<file path="config.mk">
export PLATFORM = sky130hd
export DESIGN_NAME = pixel_gen_regions
export DESIGN_NICKNAME = d
export VERILOG_FILES = /design/src/rtl/pixel_gen_regions.sv
export SDC_FILE = /design/constraint.sdc
export NUM_CORES = 1
export LEC_CHECK = 0
export ABC_AREA = 1
export CAP_MARGIN = 20
export CORE_ASPECT_RATIO = 1.4
export CORE_MARGIN = 2
export CORE_UTILIZATION = 41
export CTS_CLUSTER_DIAMETER = 200
export DETAILED_ROUTE_END_ITERATION = 8
export PLACE_DENSITY = 0.93
export SLEW_MARGIN = 10
export SYNTH_ARGS = -nofsm -noshare
export SYNTH_HDL_FRONTEND = slang
export SYNTH_SLANG_ARGS = --single-unit
</file>
<file path="constraint.sdc">
create_clock -name clk -period 3.05 [get_ports clk]
set_input_delay 0.915 -clock clk [delete_from_list [all_inputs] [get_ports clk]]
set_output_delay 0.915 -clock clk [all_outputs]
set_load 0.03 [all_outputs]
</file>
<file path="src/rtl/pixel_gen_regions.sv">
// pixel_gen_regions: striped VGA background with click-toggled stripe colours and cursor overlay.
// Latency: colour outputs are registered, one cycle after the h_cnt/v_cnt/valid sample.
// Backpressure: none; a pixel is produced every clock, and clicks are queued until vertical blanking.
module pixel_gen_regions #(
    parameter int          H_ACTIVE    = 640,
    parameter int          V_ACTIVE    = 480,
    parameter int          NUM_REGIONS = 4,
    parameter logic [11:0] COLOR_A     = 12'h0dd,
    parameter logic [11:0] COLOR_B     = 12'hb5f
) (
    input  logic                   clk,
    input  logic                   rst,
    input  logic [9:0]             h_cnt,
    input  logic [9:0]             v_cnt,
    input  logic                   valid,
    input  logic                   enable_mouse_display,
    input  logic [11:0]            mouse_pixel,
    input  logic [9:0]             MOUSE_X_POS,
    input  logic                   MOUSE_LEFT,
    input  logic                   MOUSE_RIGHT,
    output logic [3:0]             vgaRed,
    output logic [3:0]             vgaGreen,
    output logic [3:0]             vgaBlue,
    output logic [NUM_REGIONS-1:0] region_state
);

    localparam int         REGION_W = H_ACTIVE / NUM_REGIONS;
    localparam logic [9:0] H_LIM    = 10'(H_ACTIVE);
    localparam logic [9:0] V_APPLY  = 10'(V_ACTIVE);

    // Stripe index by comparing against each stripe boundary; avoids a divider.
    // Coordinates past the active width saturate to the last stripe.
    function automatic int region_of(input logic [9:0] x);
        int idx;
        idx = 0;
        for (int k = 1; k < NUM_REGIONS; k++) begin
            if (int'(x) >= k * REGION_W) idx = k;
        end
        return idx;
    endfunction

    logic                   r_left_hist;
    logic                   r_right_hist;
    logic [NUM_REGIONS-1:0] r_pending;
    logic [NUM_REGIONS-1:0] r_region_state;
    logic [11:0]            r_color;

    logic                   w_left_rise;
    logic                   w_right_rise;
    logic                   w_apply;
    logic [NUM_REGIONS-1:0] w_toggle;
    int                     w_mouse_region;
    int                     w_pix_region;
    logic [11:0]            w_base;
    logic [11:0]            w_other;
    logic [11:0]            w_color;

    assign w_left_rise  = MOUSE_LEFT  & ~r_left_hist;
    assign w_right_rise = MOUSE_RIGHT & ~r_right_hist;
    assign w_apply      = (v_cnt == V_APPLY) && (h_cnt == 10'd0);

    // Build this cycle's toggle mask; right click flips everything and overrides a simultaneous left.
    always_comb begin
        w_toggle       = '0;
        w_mouse_region = region_of(MOUSE_X_POS);
        if (w_right_rise) begin
            w_toggle = '1;
        end else if (w_left_rise && (MOUSE_X_POS < H_LIM)) begin
            for (int k = 0; k < NUM_REGIONS; k++) begin
                w_toggle[k] = (w_mouse_region == k);
            end
        end
    end

    // Pick the next pixel colour: blanking black, then cursor, then (possibly flipped) stripe colour.
    always_comb begin
        w_pix_region = region_of(h_cnt);
        w_base       = (w_pix_region % 2 == 1) ? COLOR_B : COLOR_A;
        w_other      = (w_pix_region % 2 == 1) ? COLOR_A : COLOR_B;
        w_color      = 12'h000;
        if (valid && (h_cnt < H_LIM)) begin
            if (enable_mouse_display) begin
                w_color = mouse_pixel;
            end else if (r_region_state[w_pix_region]) begin
                w_color = w_other;
            end else begin
                w_color = w_base;
            end
        end
    end

    // Button history for rising-edge detection.
    always_ff @(posedge clk or posedge rst) begin
        if (rst) begin
            r_left_hist  <= 1'b0;
            r_right_hist <= 1'b0;
        end else begin
            r_left_hist  <= MOUSE_LEFT;
            r_right_hist <= MOUSE_RIGHT;
        end
    end

    // Accumulate toggles during the frame and fold them into the display mask only at the apply
    // point; a click on the apply cycle itself becomes the first entry of the next frame's batch.
    always_ff @(posedge clk or posedge rst) begin
        if (rst) begin
            r_pending      <= '0;
            r_region_state <= '0;
        end else if (w_apply) begin
            r_region_state <= r_region_state ^ r_pending;
            r_pending      <= w_toggle;
        end else begin
            r_pending      <= r_pending ^ w_toggle;
        end
    end

    // Register the colour so the pins see a clean one-cycle-delayed pixel.
    always_ff @(posedge clk or posedge rst) begin
        if (rst) begin
            r_color <= 12'h000;
        end else begin
            r_color <= w_color;
        end
    end

    assign vgaRed       = r_color[11:8];
    assign vgaGreen     = r_color[7:4];
    assign vgaBlue      = r_color[3:0];
    assign region_state = r_region_state;

endmodule

</file>
Word level (Yosys, flattened, before mapping)
Index checks and enable logic that the tools add are counted. W data, S select, Z words.

Bits in registers: 22. Input bits: 48. Output and inout port bits: 16. Logic and storage cells: 48.

Magnitude comparators: 9. Eq/ne operators: 5. Multiplexer cells: 17. Bitwise gates (word level): 7. Reductions and logical operators: 5.

Operators by type and width (count): $mux W32 (4); $eq A32 B3 Y1 const B (2); $mux W12 (5); $ge A10 B9 Y1 const B (4); $eq A32 B2 Y1 const B (1); $logic_not A32 Y1 (1); $lt A32 B4 Y1 const B (1); $ge A10 B8 Y1 const B (2); $lt A10 B10 Y1 const B (2); $mux W4 (3); $eq A10 B9 Y1 const B (1); $logic_not A10 Y1 (1); $xor A4 B4 Y4 (2); $mux W1 (4); $and A1 B1 Y1 (3); $logic_and A1 B1 Y1 (3); $bmux W1 S2 (1); $eq A2 B2 Y1 const B (1); $not A1 Y1 (2).

Depth between registers and ports, before layout
Gate-level depths: netlist of run 1.

Depth after elaboration: 10. Gate-level depth with buffers: 10. Mapped depth without buffers: 10.

Worst setup path before layout of run 1
No wires, ideal clock.

Kind: input-to-reg. Start: input h_cnt[9]. End: register r_pending[1]. Library setup time: 118 ps. Arrival time: 1551 ps. Required time: 2932 ps. Path slack: 1381 ps. Stages on the path: 8. Buffers on the path: 0. Cells stage by stage: nor2_1 > nand2_1 > nor2_4 > nand3_4 > nand2_2 > nand2_1 > clkinv_1 > nor2_2.

Cells in the longest elaborated chain, start to end: 3.

Ends and longest elaborated chain: start, declared (line 13) `input logic [9:0] h_cnt,`; $logic_not A10 Y1 (line 60) `assign w_apply = (v_cnt == V_APPLY) && (h_cnt == 10'd0);`; $logic_and A1 B1 Y1 (line 60); $mux W4 (line 109) `end else if (w_apply) begin`; end signal, assigned (line 111) `r_pending <= w_toggle;`; end signal, assigned (line 113) `r_pending <= r_pending ^ w_toggle;`; end, declared (line 44) `logic [NUM_REGIONS-1:0] r_pending;`.

No other way between the ends. A chain may end at the register's enable or synchronous reset.

Worst setup path after layout of run 1
Start: register r_region_state[3] (netlist: region_state[3]). End: output region_state[3].

RTL lines: start, declared (line 45) `logic [NUM_REGIONS-1:0] r_region_state;`; start signal, assigned (line 110) `r_region_state <= r_region_state ^ r_pending;`; end, declared (line 24) `output logic [NUM_REGIONS-1:0] region_state`.

No word-level cell between the ends.

==> flow_summary_export.csv, run 1 <==
group,metric,value,unit
flow_run,cap_violations,0,
power_and_ir_drop,internal_power,536,µW
drt,final_antenna_net_count,0,
power_and_ir_drop,pwr_density_cell,391,nW/µm²
worst_hold_path,min_path_type,"reg2reg",
synth,synth-edff-count,0,
power_and_ir_drop,ir_drop,0.311,mV
drt,drtIter0Drc,18,
timing,period_minus_slack,2.30,ns
synth,yosysMostFrequentCell,"nor2_1",
worst_setup_path,cpLargestDelayFamily,"buffers and inverters",
layout,nets,266,
global_routing,grt_max_degree,23,
run_status,outcome,"completed",
floorplanning,die_w,48.7,µm
synth,synth_flop_cell,"dfrtp_1",
timing,slew_viol_final,0,
layout,insertedDiodeCount,0,
worst_setup_path,critPathLaunchType,"register",
timing,rsz0062_at_grt,"false",
clocking,numCtsBuffers,3,
clocking,clk-insertion-delay-late,0.30,ns
worst_setup_path,arrival,1.39,ns
floorplanning,rows,22,
synth,synth_cells,154,
drt,drc,0,
floorplanning,io_pins,64,
synth,ys_types,17,
synth,synth_commonest_cells,"nor2_1, nand2_1, dfrtp_1",
power_and_ir_drop,switchingPower,180,µW
worst_setup_path,r2r_slack,1.96,ns
power_and_ir_drop,clkPwrFrac,30.4,%
layout,drive_gt1_share,5.99,%
clocking,clock_path_buffers,2,
clocking,cts_setup_buffers,0,
floorplanning,die-area,3240,µm²
layout,synthToLayoutAreaGrowth,59.8,%
drt,routedWlPerCell,10.2,µm
synth,ys_seq_area_share,48.0,%
timing,relSlewSlack,77.2,%
global_routing,grt_pass1_vias,1077,
drt,drt_pass1_iterations,3,
worst_setup_path,cp-end-kind,"output pin",
clocking,postCtsResizedCells,0,
clocking,holdBufCountCts,0,
power_and_ir_drop,power.leakage,0.000880,µW
placement,hpwl,2140,µm
worst_hold_path,holdPathEnd,"region_state[3]",
worst_setup_path,cp_slowest_cell,"clkdlybuf4s50_1",
worst_setup_path,reg2reg_to,"r_pending[3]",
power_and_ir_drop,seqPwrFrac,45.7,%
clocking,path_clk_slew,0.12,ns
global_routing,grt_overflow,0,
timing,holdWs,0.514,ns
timing,setup_violations,0,
placement,portBuffers,58,
worst_hold_path,worstHoldStart,"region_state[3]",
clocking,cts_sinks,22,
timing,clock_skew,0.00311,ns
floorplanning,die_h,66.6,µm
drt,vias,1118,
synth,synth_top_cell_by_area,"dfrtp_1",
drt,viasPerCell,4.42,
floorplanning,start_util,43.4,%
placement,gp_congestion,0.781,
global_routing,grt_pass1_wl,4170,µm
layout,fin_util,69.4,%
worst_setup_path,worstSetupPathType,"reg2out",
global_routing,grt_usage,16.6,%
synth,async_flop_share,100,%
worst_setup_path,cp.buffers_inverters,1,
worst_setup_path,cp_max_fo,3,
synth,synth_top_area_share,48.0,%
layout,fill_cells,223,
worst_setup_path,r2r_cells,7,
worst_setup_path,reg2reg_from,"r_left_hist",
timing,tightest_slew,0.341,ns
timing,min_period_over_period,75.5,%
power_and_ir_drop,comb_power_share,23.8,%
drt,drt_wl_total,2570,µm
synth,synth.avg_cell_area,7.45,µm²
synth,netlist_area,1150,µm²
timing,fmax,434,MHz
timing,fin_setup_tns,0,ns
worst_setup_path,path_cells,"clkdlybuf4s50_1",
clocking,h-tree-depth,1,
clocking,root_buffer,"clkbuf_4",
timing,hold_viol_final,0,
synth,ys_ff_latch,22,
synth,ys_warn_count,0,
synth,syn-num-nets,202,
global_routing,antenna_found_initial,0,
worst_setup_path,cp.required,2.13,ns
synth,synth_area_leaders,"dfrtp_1, nor2_1, nand2_1, inv_1, nand3_1",
clocking,cts_tree,"done",
power_and_ir_drop,p_sw_share,25.2,%
floorplanning,core_area,2640,µm²
worst_hold_path,min_path_cells,1,
worst_setup_path,critPathMaxStageDelay,0.69,ns
## logic make-up (layout without fill, tap and decap cells)
| family | Yosys count | in the layout | share of synthesized area, % |
|---|---|---|---|
| simple gates | 99 | 99 | 38.6 |
| compound gates | 6 | 6 | 2.84 |
| xor+xnor | 4 | 4 | 3.05 |
| buf+inv | 23 | 86 | 7.53 |
| flops | 22 | 22 | 48.0 |
## per-layer routing
| layer | GRT usage (%) | vias to the layer above | share of wire [%] |
|---|---|---|---|
| li1 | - | 596 | - |
| met1 | 15.6 | 489 | 37 |
| met2 | 34.2 | 27 | 57 |
| met3 | 2.91 | 6 | 4.2 |
| met4 | 7.50 | 0 | 2.0 |
| met5 | 0 | - | 0 |
## state kept, by name, indices dropped and copies added (netlist names)
signal and cells:
r_color 12, r_left_hist 1, region_state 4, r_pending 4, r_right_hist 1
## metrics by stage
| step | std cells | total power [µW] | setup slack [ns] | cell area, µm² |
|---|---|---|---|---|
| 3_5_place_dp | 249 | 505 | 0.732 | 1780 |
| 2_1_floorplan | 154 | 411 | 1.38 | 1150 |
| 4_1_cts | 253 | 723 | 0.722 | 1830 |
| 5_1_grt | 253 | 754 | 0.681 | 1830 |
| 6_report | 253 | 716 | 0.746 | 1830 |
| 3_3_place_gp | 249 | 498 | 0.782 | 1780 |
## placed cells by master, fill, tap and decap left out
cell	count
nand4_1	4
xnor2_1	2
nor2_4	2
nor2_2	2
nand3_1	8
nand3_4	1
a21oi_1	1
o21ai_0	4
buf_4	1
inv_1	21
nand2_2	2
clkinv_1	2
bufinv_16	1
nand2_1	39
nor2_1	40
clkdlybuf4s50_1	58
clkbuf_4	3
nor3_4	1
xor2_1	2
o21a_1	1
dfrtp_1	22
## layout make-up
cell class                      count  area [µm²]  share of cell area, %
Timing Repair Buffer               59         588                   32.1
Multi-Input combinational cell    109         510                   27.8
Clock inverter                      1        30.0                   1.64
Clock buffer                        3        22.5                   1.23
Sequential cell                    22         551                   30.0
Tap cell                           36        45.0                   2.46
Inverter                           23        86.3                   4.71
## how the worst max path moves through the flow
stage | to | slack (ns) | from | depth (start not counted)
2_1_floorplan | r_pending[1] | 1.38 | h_cnt[9] | 8
3_3_place_gp | r_pending[1] | 0.78 | h_cnt[7] | 9
3_5_place_dp | r_pending[2] | 0.73 | h_cnt[8] | 9
4_1_cts | region_state[1] | 0.72 | region_state[1] | 1
5_1_grt | region_state[3] | 0.68 | region_state[3] | 1
6_report | region_state[3] | 0.75 | region_state[3] | 1
## power groups by stage
stage	Clock [µW]	Sequential, µW	Combinational [µW]
floorplan	0	350	61.9
global placement	0	332	167
detailed placement	0	333	172
CTS	224	327	173
global route	235	330	189
finish	218	327	171
Note: power is estimated with default switching activity, not from simulation.
==> run 2, diff against run 1 <==
--- a/config.mk
+++ b/config.mk
@@ -9,10 +9,10 @@
 export CAP_MARGIN = 20
 export CORE_ASPECT_RATIO = 1.4
 export CORE_MARGIN = 2
-export CORE_UTILIZATION = 41
+export CORE_UTILIZATION = 34
 export CTS_CLUSTER_DIAMETER = 200
 export DETAILED_ROUTE_END_ITERATION = 8
-export PLACE_DENSITY = 0.93
+export PLACE_DENSITY = 0.83
 export SLEW_MARGIN = 10
 export SYNTH_ARGS = -nofsm -noshare
 export SYNTH_HDL_FRONTEND = slang
==> constraint.sdc (replaced) <==
create_clock -name clk -period 2 [get_ports clk]
set_input_delay 0.6 -clock clk [delete_from_list [all_inputs] [get_ports clk]]
set_output_delay 0.6 -clock clk [all_outputs]
set_load 0.03 [all_outputs]
==> run 2 against run 1 <==
Compared with the run above: combinational power up 56%; clock power up 93%; non-clock buffer count up 3; hold slack worse by 0.016 ns; setup slack worse by 0.69 ns; largest cell class unchanged; critical endpoint unchanged; first-iteration DRC count down 5.6%; clock-buffer cell count unchanged; total power up 66%; final cell count up 2.8%; sequential share of layout area down 0.74 points.
==> flow_summary_export.csv, run 2 (synthesis gave the netlist of run 1 again) <==
group,metric,value,unit
run_status,outcome,"completed",
floorplanning,core_area,3320,µm²
drt,viasPerCell,4.40,
timing,fmax,516,MHz
clocking,clock_path_buffers,2,
clocking,cts_tree,"done",
drt,vias,1144,
floorplanning,rows,25,
timing,setup_violations,0,
floorplanning,start_util,34.6,%
placement,placed_cell_area,1810,µm²
layout,largest_reg_flops,12,
worst_setup_path,cpLargestDelayFamily,"buffers and inverters",
global_routing,grt_overflow,0,
drt,drt_wl_total,2650,µm
floorplanning,die_w,53.1,µm
drt,drc,0,
layout,synthToLayoutAreaGrowth,63.8,%
global_routing,grt_pass1_wl,4310,µm
clocking,clk-insertion-delay-late,0.27,ns
timing,hold_viol_final,0,
worst_setup_path,cp-end-kind,"output pin",
worst_setup_path,arrival,1.34,ns
floorplanning,io_pins,64,
worst_setup_path,r2r_cells,7,
clocking,root_buffer,"clkbuf_8",
worst_setup_path,cp_slowest_cell,"clkdlybuf4s50_1",
layout,seq_area,551,µm²
layout,largest_register,"r_color",
clocking,postCtsResizedCells,0,
clocking,numCtsBuffers,3,
global_routing,grt_pass1_vias,1088,
worst_setup_path,critPathLaunchType,"register",
worst_setup_path,reg2reg_from,"r_left_hist",
layout,most-common-layout-cells,"clkdlybuf4s50_1, nor2_1, nand2_1",
timing,rsz0062_at_grt,"false",
placement,hpwl,2120,µm
power_and_ir_drop,ir_drop,0.435,mV
drt,drt_pass1_iterations,3,
clocking,cts_setup_buffers,0,
layout,drive_gt1_share,7.27,%
flow_run,cap_violations,0,
placement,portBuffers,58,
layout,mostFrequentLayoutCell,"clkdlybuf4s50_1",
clocking,holdBufCountCts,0,
power_and_ir_drop,power.leakage,0.000902,µW
layout,fill_cells,320,
worst_setup_path,reg2reg_to,"r_pending[3]",
worst_hold_path,min_path_cells,1,
worst_setup_path,cp.buffers_inverters,1,
clocking,path_clk_slew,0.09,ns
worst_hold_path,holdPathEnd,"region_state[3]",
worst_setup_path,r2r_slack,0.90,ns
layout,nets,269,
worst_setup_path,worstSetupPathType,"reg2out",
timing,min_period_over_period,97.0,%
clocking,cts_sinks,22,
placement,gp_congestion,0.718,
timing,relSlewSlack,76.2,%
timing,slew_viol_final,0,
power_and_ir_drop,pwr_density_cell,632,nW/µm²
timing,clock_skew,0.00598,ns
floorplanning,die-area,3860,µm²
clocking,h-tree-depth,1,
worst_hold_path,worstHoldStart,"region_state[3]",
drt,final_antenna_net_count,0,
worst_setup_path,cp.required,1.40,ns
timing,period_minus_slack,1.94,ns
worst_setup_path,cp_max_fo,3,
timing,fin_setup_tns,0,ns
drt,routedWlPerCell,10.2,µm
worst_setup_path,critPathMaxStageDelay,0.69,ns
global_routing,antenna_found_initial,0,
drt,drtIter0Drc,17,
layout,finalInstanceArea,1880,µm²
layout,multiInputGateArea,510,µm²
timing,tightest_slew,0.356,ns
worst_hold_path,min_path_type,"reg2reg",
global_routing,grt_usage,14.7,%
worst_setup_path,path_cells,"clkdlybuf4s50_1",
global_routing,grt_max_degree,23,
floorplanning,die_h,72.7,µm
layout,insertedDiodeCount,0,
==> run 2: cell count changes in the layout (fill, tap and decap cells not counted), sizes merged <==
cell | previous run | this run
buf | 1 | 4
==> run 2: how the worst max path moves through the flow <==
stage	cells past startpoint	slack [ns]	endpoint	startpoint
3_5_place_dp	9	0.03	r_pending[3]	h_cnt[7]
2_1_floorplan	8	0.65	r_pending[1]	h_cnt[9]
4_1_cts	1	0.05	region_state[3]	region_state[3]
6_report	1	0.06	region_state[3]	region_state[3]
5_1_grt	1	0.006	region_state[0]	region_state[0]
3_3_place_gp	9	0.04	r_pending[1]	h_cnt[7]
==> run 2: report_power, final <==
part	switching (µW)	leakage, µW	internal [µW]
logic	128	0.000595	139
clock network	153	0.0000357	268
registers	21.2	0.000272	479
==> run 2: area by class of cell <==
cell class              count  share of cell area [%]
repair buffers             62                    32.5
flip-flops and latches     22                    29.3
multi-input cells         109                    27.2
inverters                  23                    4.59
well taps                  40                    2.66
clock buffers               3                    2.20
clock inverters             1                    1.60
==> run 2: metrics by stage <==
stage / total power [µW] / hold slack (ns) / setup WS, ns / std cells / util (%)
floorplan: 628 / 0.536 / 0.646 / 154 / -
global placement: 766 / 0.482 / 0.0423 / 256 / 54.5
detailed placement: 776 / 0.488 / 0.0312 / 256 / 54.5
CTS: 1200 / 0.504 / 0.0510 / 260 / 56.7
global route: 1240 / 0.530 / 0.00610 / 260 / 56.7
finish: 1190 / 0.497 / 0.0606 / 260 / 56.7
==> run 2: metal layers <==
layer | track usage, % | wire (µm) | vias up
met2 | 27.6 | 1470 | 32
li1 | - | - | 597
met5 | 0 | 0 | -
met1 | 15.6 | 949 | 504
met4 | 8.26 | 105 | 0
met3 | 0.615 | 119 | 11
==> run 3, diff against run 2 <==
--- a/config.mk
+++ b/config.mk
@@ -12,6 +12,7 @@
 export CORE_UTILIZATION = 34
 export CTS_CLUSTER_DIAMETER = 200
 export DETAILED_ROUTE_END_ITERATION = 8
+export MAX_ROUTING_LAYER = met4
 export PLACE_DENSITY = 0.83
 export SLEW_MARGIN = 10
 export SYNTH_ARGS = -nofsm -noshare
==> run 3 against run 2 <==
Compared with the run above: design area unchanged; hold slack did not move; setup slack about the same; global-route usage rose by 0.50 points; core utilization stayed put; clock power barely moved; first-iteration DRC count increased by 5.9%; sequential power barely moved; sequential share of layout area stayed put; total power about the same; non-clock buffer count stayed put; highest routed layer unchanged.
==> flow_summary_export.csv, run 3 (synthesis gave the netlist of run 1 again) <==
group,metric,value,unit
worst_setup_path,cp_slowest_cell,"clkdlybuf4s50_1",
worst_setup_path,cp-end-kind,"output pin",
clocking,path_clk_slew,0.09,ns
clocking,holdBufCountCts,0,
timing,fin_setup_tns,0,ns
timing,rsz0062_at_grt,"false",
drt,routedWlPerCell,10.2,µm
global_routing,grt_max_degree,23,
layout,drive_gt1_share,7.27,%
drt,vias,1143,
worst_setup_path,critPathMaxStageDelay,0.69,ns
power_and_ir_drop,pwr_density_cell,632,nW/µm²
timing,tightest_slew,0.356,ns
layout,insertedDiodeCount,0,
floorplanning,rows,25,
floorplanning,start_util,34.6,%
worst_setup_path,cpLargestDelayFamily,"buffers and inverters",
timing,clock_skew,0.00598,ns
timing,slew_viol_final,0,
clocking,cts_sinks,22,
drt,drtIter0Drc,18,
drt,final_antenna_net_count,0,
drt,viasPerCell,4.40,
worst_setup_path,worstSetupPathType,"reg2out",
floorplanning,core_area,3320,µm²
clocking,h-tree-depth,1,
global_routing,antenna_found_initial,0,
layout,nets,269,
timing,fmax,516,MHz
layout,fill_cells,320,
power_and_ir_drop,power.leakage,0.000902,µW
power_and_ir_drop,ir_drop,0.435,mV
flow_run,cap_violations,0,
clocking,root_buffer,"clkbuf_8",
timing,min_period_over_period,97.0,%
worst_setup_path,arrival,1.34,ns
worst_hold_path,min_path_type,"reg2reg",
power_and_ir_drop,power,1190,µW
floorplanning,die-area,3860,µm²
global_routing,grt_usage,15.2,%
worst_setup_path,cp.required,1.40,ns
layout,most-common-layout-cells,"clkdlybuf4s50_1, nor2_1, nand2_1",
placement,hpwl,2120,µm
worst_setup_path,cp_max_fo,3,
layout,mostFrequentLayoutCell,"clkdlybuf4s50_1",
drt,drc,0,
floorplanning,die_w,53.1,µm
clocking,cts_tree,"done",
placement,portBuffers,58,
global_routing,grt_overflow,0,
run_status,outcome,"completed",
floorplanning,io_pins,64,
layout,largest_register,"r_color",
floorplanning,die_h,72.7,µm
worst_setup_path,cp.buffers_inverters,1,
timing,period_minus_slack,1.94,ns
clocking,cts_setup_buffers,0,
global_routing,grt_pass1_wl,4330,µm
timing,relSlewSlack,76.2,%
placement,gp_congestion,0.727,
worst_setup_path,path_cells,"clkdlybuf4s50_1",
drt,drt_pass1_iterations,3,
clocking,clk-insertion-delay-late,0.27,ns
timing,setup_violations,0,
global_routing,grt_pass1_vias,1084,
clocking,postCtsResizedCells,0,
clocking,numCtsBuffers,3,
layout,synthToLayoutAreaGrowth,63.8,%
worst_setup_path,critPathLaunchType,"register",
timing,hold_viol_final,0,
clocking,clock_path_buffers,2,
drt,drt_wl_total,2660,µm
layout,largest_reg_flops,12,
==> run 3: per-layer routing <==
layer  wire length [µm]  vias up  GRT usage [%]
li1                   -      597              -
met5                  0        -              -
met4                 95        0           7.69
met2               1480       32           27.9
met1                957      505           15.7
met3                125        9          0.820
==> run 3: cell type report <==
| type | count | area [µm²] | area share [%] |
|---|---|---|---|
| clock buffers | 3 | 41.3 | 2.20 |
| clock inverters | 1 | 30.0 | 1.60 |
| inverters | 23 | 86.3 | 4.59 |
| multi-input cells | 109 | 510 | 27.2 |
| flip-flops and latches | 22 | 551 | 29.3 |
| well taps | 40 | 50.0 | 2.66 |
| repair buffers | 62 | 611 | 32.5 |
==> run 3: path summary, 6_finish.rpt <==
kind                                 start         endpoint  slack [ns]  cells after the start
min in group asynchronous              rst       r_color[3]        0.66                      3
hold / removal             region_state[3]  region_state[3]        0.50                      1
setup reg to reg               r_left_hist     r_pending[3]        0.90                      7
max in group asynchronous              rst  region_state[2]        1.12                      3
setup / recovery           region_state[3]  region_state[3]        0.06                      1
hold reg to reg            region_state[3]  region_state[3]        0.50                      1
==> run 3: power breakdown <==
| group | switching [µW] | internal [µW] |
|---|---|---|
| sequential | 21.2 | 479 |
| clock | 153 | 268 |
| combinational | 128 | 139 |
| total | 302 | 886 |
==> run 3: through the flow <==
stage | area (µm²) | util, % | setup slack [ns] | std cells | hold WS (ns)
after floorplan | 1150 | - | 0.646 | 154 | 0.536
after global placement | 1810 | 54.5 | 0.0423 | 256 | 0.482
after detailed placement | 1810 | 54.5 | 0.0312 | 256 | 0.488
after CTS | 1880 | 56.7 | 0.0510 | 260 | 0.504
after global routing | 1880 | 56.7 | 0.00610 | 260 | 0.530
final | 1880 | 56.7 | 0.0606 | 260 | 0.497
